**src/rtl/wbuidlevec_pkg.sv**
```systemverilog
// Shared debug-bus codeword definitions: width, header codes and output-slot kinds.
package wbuidlevec_pkg;

  localparam int CW_WIDTH   = 36;
  localparam int CW_PAYLOAD = 30;

  localparam logic [5:0] CW_INTERRUPT = 6'h04;
  localparam logic [5:0] CW_BUSBUSY   = 6'h01;
  localparam logic [5:0] CW_IDLE      = 6'h00;

  // What the output register currently holds; decides which accept side effects fire.
  typedef enum logic [1:0] {
    OUT_NONE = 2'd0,
    OUT_BUS  = 2'd1,
    OUT_INT  = 2'd2,
    OUT_KA   = 2'd3
  } out_kind_t;

endpackage

```
**src/rtl/wbuintvec.sv**
```systemverilog
// Per-line interrupt tracker: level high fires once, re-arms after release and clear.
// Pending updates one cycle after a line rises; sent_mask snapshot is cleared on accept.
module wbuintvec #(
  parameter int NINT = 8
) (
  input  logic            i_clk,
  input  logic            i_reset,
  input  logic [NINT-1:0] i_int,
  input  logic            i_load,
  input  logic            i_accept,
  output logic [NINT-1:0] o_pending
);

  logic [NINT-1:0] pending;
  logic [NINT-1:0] armed;
  logic [NINT-1:0] sent_mask;
  logic [NINT-1:0] new_set;

  assign new_set   = i_int & armed;
  assign o_pending = pending;

  always_ff @(posedge i_clk) begin
    if (i_reset) begin
      pending   <= '0;
      armed     <= '1;
      sent_mask <= '0;
    end else begin
      // Lines that rise while a vector is in flight survive the clear.
      if (i_accept)
        pending <= (pending & ~sent_mask) | new_set;
      else
        pending <= pending | new_set;
      armed <= ~i_int & (armed | ~pending);
      if (i_load)
        sent_mask <= pending;
    end
  end

endmodule

```
**src/rtl/wbuidlevec.sv**
```systemverilog
// Merges bus results, interrupt vectors and idle/bus-busy keep-alives into one codeword stream.
// Latency 1 cycle from i_stb; output register holds stable while i_tx_busy.
module wbuidlevec
  import wbuidlevec_pkg::*;
#(
  parameter int NINT          = 8,
  parameter int IDLEBITS      = 31,
  parameter bit OPT_HEARTBEAT = 1'b1
) (
  input  logic                i_clk,
  input  logic                i_reset,
  input  logic                i_stb,
  input  logic [CW_WIDTH-1:0] i_codword,
  input  logic                i_cyc,
  input  logic                i_busy,
  input  logic [NINT-1:0]     i_int,
  output logic                o_stb,
  output logic [CW_WIDTH-1:0] o_codword,
  output logic                o_busy,
  output logic [NINT-1:0]     o_int_pending,
  input  logic                i_tx_busy
);

  logic                  load_ok;
  logic                  accept;
  logic                  int_accept;
  logic                  ka_accept;
  logic                  int_load;
  logic [NINT-1:0]       pending;
  logic [CW_PAYLOAD-1:0] int_payload;
  logic [IDLEBITS-1:0]   idle_counter;
  logic                  idle_state;
  logic                  idle_expired;
  logic                  ctr_clear;
  out_kind_t             out_kind;
  out_kind_t             kind_nx;
  logic                  stb_nx;
  logic [CW_WIDTH-1:0]   cw_nx;

  assign load_ok      = !o_stb || !i_tx_busy;
  assign accept       = o_stb && !i_tx_busy;
  assign int_accept   = accept && (out_kind == OUT_INT);
  assign ka_accept    = accept && (out_kind == OUT_KA);
  assign int_load     = load_ok && (kind_nx == OUT_INT);
  assign idle_expired = !idle_state && idle_counter[IDLEBITS-1];
  assign o_busy        = o_stb;
  assign o_int_pending = pending;

  wbuintvec #(.NINT(NINT)) u_intvec (
    .i_clk     (i_clk),
    .i_reset   (i_reset),
    .i_int     (i_int),
    .i_load    (int_load),
    .i_accept  (int_accept),
    .o_pending (pending)
  );

  always_comb begin
    int_payload = '0;
    int_payload[NINT-1:0] = pending;
  end

  // Generated codewords wait for an empty register, leaving one bubble between them.
  always_comb begin
    stb_nx  = 1'b0;
    cw_nx   = '0;
    kind_nx = OUT_NONE;
    if (i_stb) begin
      stb_nx  = 1'b1;
      cw_nx   = i_codword;
      kind_nx = OUT_BUS;
    end else if ((|pending) && !o_stb) begin
      stb_nx  = 1'b1;
      cw_nx   = {CW_INTERRUPT, int_payload};
      kind_nx = OUT_INT;
    end else if (idle_expired && !o_stb) begin
      stb_nx  = 1'b1;
      cw_nx   = {(i_cyc ? CW_BUSBUSY : CW_IDLE), {CW_PAYLOAD{1'b0}}};
      kind_nx = OUT_KA;
    end
  end

  always_ff @(posedge i_clk) begin
    if (i_reset) begin
      o_stb     <= 1'b0;
      o_codword <= '0;
      out_kind  <= OUT_NONE;
    end else if (load_ok) begin
      o_stb    <= stb_nx;
      out_kind <= kind_nx;
      if (stb_nx)
        o_codword <= cw_nx;
    end
  end

  // Without heartbeat a keep-alive must not restart the quiet period, so the counter
  // stays saturated and idle_state stays set until real traffic appears.
  assign ctr_clear = i_stb || i_busy ||
                     (o_stb && (OPT_HEARTBEAT || (out_kind != OUT_KA)));

  always_ff @(posedge i_clk) begin
    if (i_reset || ctr_clear)
      idle_counter <= '0;
    else if (!idle_counter[IDLEBITS-1])
      idle_counter <= idle_counter + 1'b1;
  end

  always_ff @(posedge i_clk) begin
    if (i_reset)
      idle_state <= 1'b1;
    else if (ka_accept)
      idle_state <= !OPT_HEARTBEAT;
    else if (!idle_counter[IDLEBITS-1])
      idle_state <= 1'b0;
  end

endmodule
```
**config.mk**
```make
export PLATFORM = sky130hd
export DESIGN_NAME = wbuidlevec
export DESIGN_NICKNAME = d
export VERILOG_FILES = /design/src/rtl/wbuidlevec_pkg.sv /design/src/rtl/wbuintvec.sv /design/src/rtl/wbuidlevec.sv
export SDC_FILE = /design/constraint.sdc
export NUM_CORES = 1
export LEC_CHECK = 0
export ABC_AREA = 1
export BUFFER_PORTS_ARGS = -buffer_cell sky130_fd_sc_hd__buf_2
export CAP_MARGIN = 15
export CORE_ASPECT_RATIO = 0.75
export CORE_MARGIN = 2
export CORE_UTILIZATION = 55
export DETAILED_ROUTE_END_ITERATION = 16
export GPL_TIMING_DRIVEN = 1
export MAX_ROUTING_LAYER = met4
export PLACE_DENSITY_LB_ADDON = 0.05
export SLEW_MARGIN = 30
export SYNTH_ARGS = -nofsm -noshare
export SYNTH_HDL_FRONTEND = slang
export SYNTH_SLANG_ARGS = --single-unit
export TNS_END_PERCENT = 1
```
**constraint.sdc**
```tcl
create_clock -name i_clk -period 3.4 [get_ports i_clk]
set_clock_uncertainty 0.2 [all_clocks]
set_input_delay 0.34 -clock i_clk [delete_from_list [all_inputs] [get_ports i_clk]]
set_output_delay 0.34 -clock i_clk [all_outputs]
set_load 0.03 [all_outputs]
```
### Word-level counts from Yosys, hierarchy flattened

Cells that the tools add are included.

* register bits: 95
* bits of input ports: 50
* output and inout bits: 46
* logic and storage cells: 53

* add/sub/neg operators: 1
* equal/unequal tests: 4
* multiplexer cells: 14
* bitwise gates (word level): 9
* reductions and logical operators: 16

Operator list (number)
* $mux 31: 2
* $mux 36: 1
* $mux 33: 1
* $add 31x1->31 const B: 1
* $and 8x8->8: 3
* $not 8->8: 3
* $or 8x8->8: 3
* $mux 8: 1
* $reduce_or 8->1: 1
* $logic_and 1x1->1: 7
* $eq 2x2->1 const B: 3
* $mux 1: 6
* $mux 2: 3
* $logic_or 1x1->1: 4
* $logic_not 1->1: 3
* $ne 2x2->1 const B: 1
* $reduce_and 2->1: 1

### Depth between registers and ports, before layout

* depth after elaboration: 8
* mapped depth: 11
* gate-level depth less buffers: 10

### By module

A second synthesis with hierarchy kept.

* cells, all modules: 603
* area, all modules: 4259.1 µm²

By module, submodules not included
* wbuidlevec: instances 1, cells each 494, area an instance 3402.0 µm², sequential area each 1421.4 µm²
* wbuintvec: instances 1, cells each 109, area an instance 857.1 µm², sequential area each 480.5 µm²

### Least setup slack after synthesis

No wires, ideal clock.

* path kind: register to register
* from: register o_stb, in the netlist o_busy
* to: register u_intvec.pending[0], in the netlist u_intvec.o_pending[0]
* library setup time: 137 ps
* arrival time: 1330 ps
* required time: 3063 ps
* slack: 1733 ps
* stages on the path, launching flop included: 7
* buffers on the path: 1
* period minus slack after synthesis: 1667 ps
* cells stage by stage: dfxtp_1 -> inv_1 -> buf_2 -> nor2_1 -> nand3b_1 -> o21ai_0 -> a21oi_1

* cells in the longest elaborated chain, start to end: 3

Ends and longest elaborated chain
* start: declaration: line wbuidlevec.sv:17 `output logic o_stb,`
* start signal: assignment: line wbuidlevec.sv:89 `o_stb <= stb_nx;`
* $logic_and 1x1->1: line wbuidlevec.sv:41 `assign accept = o_stb && !i_tx_busy;`
* $logic_and 1x1->1: line wbuidlevec.sv:42 `assign int_accept = accept && (out_kind == OUT_INT);`
* $mux 8: line wbuintvec.sv:29 `if (i_accept)`
* end signal: assignment: line wbuintvec.sv:30 `pending <= (pending & ~sent_mask) | new_set;`
* end signal: assignment: line wbuintvec.sv:32 `pending <= pending | new_set;`
* end: declaration: line wbuintvec.sv:14 `logic [NINT-1:0] pending;`

No other way between the ends.
A chain may end at the register's enable or synchronous reset.

### Worst setup path in the final report

* from: register idle_counter[30]
* to: register o_codword[4]

* cells in the longest elaborated chain, start to end: 6

Ends and longest elaborated chain
* start: declaration: line wbuidlevec.sv:31 `logic [IDLEBITS-1:0] idle_counter;`
* start signal: assignment: line wbuidlevec.sv:105 `idle_counter <= idle_counter + 1'b1;`
* $logic_and 1x1->1: line wbuidlevec.sv:45 `assign idle_expired = !idle_state && idle_counter[IDLEBITS-1];`
* $logic_and 1x1->1: line wbuidlevec.sv:76 `end else if (idle_expired && !o_stb) begin`
* $mux 1: line wbuidlevec.sv:76
* $mux 1: line wbuidlevec.sv:72 `end else if ((|pending) && !o_stb) begin`
* $mux 1: line wbuidlevec.sv:68 `if (i_stb) begin`
* $reduce_and 2->1 (no source line)
* end signal: assignment: line wbuidlevec.sv:92 `o_codword <= cw_nx;`
* end: declaration: line wbuidlevec.sv:18 `output logic [CW_WIDTH-1:0] o_codword,`

No other way between the ends.

==> flow_summary.toml <==
[routing]
wire_per_inst_um = 12.6
viasPerCell = 5.09
ant_nets = 0
vias = 4045
drt_iter0_drc = 223
drc = 0
wl_mm = 9.98
first_pass_iters = 5

[clocking]
postCtsSetupBuffers = 0
clk_path_buf_depth = 2
cts.repair.resized = 0
clock_sinks = 95
cts_inserted_buffers = 9
clk_pin_slew_ps = 80
insertion_delay_ps = 350
root_buffer = "clkbuf_8"
ctsHoldBuffers = 8
cts_tree = "yes"
htreeDepth = 3

[power]
power_density_nw_per_um2 = 486
combPwrFrac_pct = 13.2
finalPower_mw = 2.44
cell_internal_pwr_mw = 1.82
seqPwrFrac_pct = 48.9
net-switching-power_mw = 0.620
power_leakage_nw = 2.14
pwr-share-clk_pct = 37.9
p_sw_share_pct = 25.4
peakVddDrop_uv = 249

[synth]
avgSynthCellArea_um2 = 7.10
dominantRegCellSynth = "dfxtp_1"
yosysTopAreaCellShare_pct = 45.1
synth_seq_area_share_pct = 45.1
postSynthNetCount = 646
synth_area_leaders = "dfxtp_1 (45%), nand2_1 (14%), nor2_1 (7.6%), a21oi_1 (7.0%), inv_1 (5.2%)"
yosysWarnings = 0
synth_seq_cells = 95
synth_edf_count = 0
async_flop_share_pct = 0
synth_cell_type_count = 35
synthCells = 595
yosysTopAreaCell = "dfxtp_1"
synthesis.area_um2 = 4220

[hold_path]
min_path_cells = 3
hold_path.class = "in -> reg"

[final_layout]
layout_commonest_cell = "nand2_1"
diodes = 0
drive_gt1_share_pct = 20.9
regArea_um2 = 1900
nFillCells = 653
synthToLayoutAreaGrowth_pct = 19.1
multi_input_area_um2 = 1950
fin_nets = 742
layout_common_cells = "nand2_1 (158), dfxtp_1 (95), buf_2 (95)"
fin_cells = 795

[setup_path]
crit_type = "reg -> reg"
cp.arrival_ps = 2220
cp-start-kind = "register"
cp-end-kind = "register"
crit_required_ps = 3490
worstPathMaxFanout = 33
r2r_cells = 8

[timing]
maxSlewHeadroom_pct = 56.2
max_freq_mhz = 469
hold_viol = 0
period_share_pct = 62.7
rsz0062_at_grt = "no"
setup_violations = 0
worst_pin_slew_ps = 657
drv_slew = 0
holdWs_ps = 34.4
min_period_ps = 2130
fin_setup_tns_ps = 0

[die]
die_area_um2 = 8400
core-area_um2 = 7400
num_io_pins = 96
die_w_um = 105
die_h_um = 79.9
rows = 27
start_util_pct = 57.1

[grt]
grt_max_degree = 45
grt_pass1_wl_mm = 16.9
grt_overflow = 0
antenna_found_initial = 0
grtUsageTotal_pct = 25.7
grt_pass1_vias = 3811

[status]
status = "complete, no violations"

[placement]
dp_hpwl_mm = 7.17
gp_congestion = 0.878
portBuffers = 95
place_inst = 773

[run]
cap_violations = 0
## kinds of logic (layout without fill, tap and decap cells)
family          Yosys count  after routing  share of synthesized area, %
xor+xnor                  1              1                         0.208
simple gates            317            317                          33.0
compound gates           99             99                          12.7
flops                    95             95                          45.1
buf+inv                  82            181                          8.77
fa+ha+maj                 1              1                         0.296
## cell type report
type | count | share of cell area [%]
inverters | 62 | 4.63
clock buffers | 10 | 2.54
multi-input cells | 418 | 38.8
well taps | 101 | 2.51
flip-flops and latches | 95 | 37.8
clock inverters | 4 | 2.39
repair buffers | 105 | 11.3
## metal layers
metal,up-vias,wire [µm],track usage (%)
li1,2083,-,-
met1,1833,4780,34.0
met2,119,4450,39.2
met3,10,641,6.94
met4,0,111,6.80
met5,-,0,-
## Yosys cell counts, types with 4 or more instances
cell / count
nor2_1: 86
nor2_2: 5
dfxtp_1: 95
inv_1: 58
a21oi_1: 59
nor3_1: 8
clkbuf_1: 8
a21oi_2: 6
nand2_1: 158
inv_2: 4
o21ai_0: 28
nand2_2: 8
buf_2: 4
nand4_1: 8
nand3_1: 30
## worst max-delay path, stage by stage, from the launching register on
cell	delay (ps)
dfxtp_1	620
inv_2	160
nor2_1	170
nand2_1	130
nand3_4	200
nand2_8	180
inv_1	250
nor2_1	70
nor2_1	80
## power by group through the flow
stage / Clock [mW] / Sequential [mW] / Combinational [mW]
floorplan: 0 / 1.29 / 0.158
global placement: 0 / 1.22 / 0.309
detailed placement: 0 / 1.22 / 0.316
CTS: 0.950 / 1.20 / 0.324
global route: 0.988 / 1.20 / 0.357
finish: 0.925 / 1.20 / 0.323
## through the flow
step	utilization, %	worst slack [ps]	area [µm²]
2_1_floorplan	-	1730	4220
3_3_place_gp	63.5	1410	4700
3_5_place_dp	63.5	1300	4700
4_1_cts	68.0	1270	5030
5_1_grt	68.0	1050	5030
6_report	68.0	1270	5030
## path summary, 6_finish.rpt
check / startpoint / endpoint / slack [ps]
max reg2reg: idle_counter[30] / o_codword[4] / 1270
max: idle_counter[30] / o_codword[4] / 1270
min reg2reg: o_codword[14] / o_codword[14] / 260
min: i_codword[14] / o_codword[14] / 30
## registers in the layout, indices dropped and copies added (netlist names)
name / count
u_intvec.o_pending: 8
o_codword: 36
o_busy: 1
idle_counter: 31
u_intvec.armed: 8
out_kind: 2
u_intvec.sent_mask: 8
idle_state: 1
(Power assumes the default switching activity.)
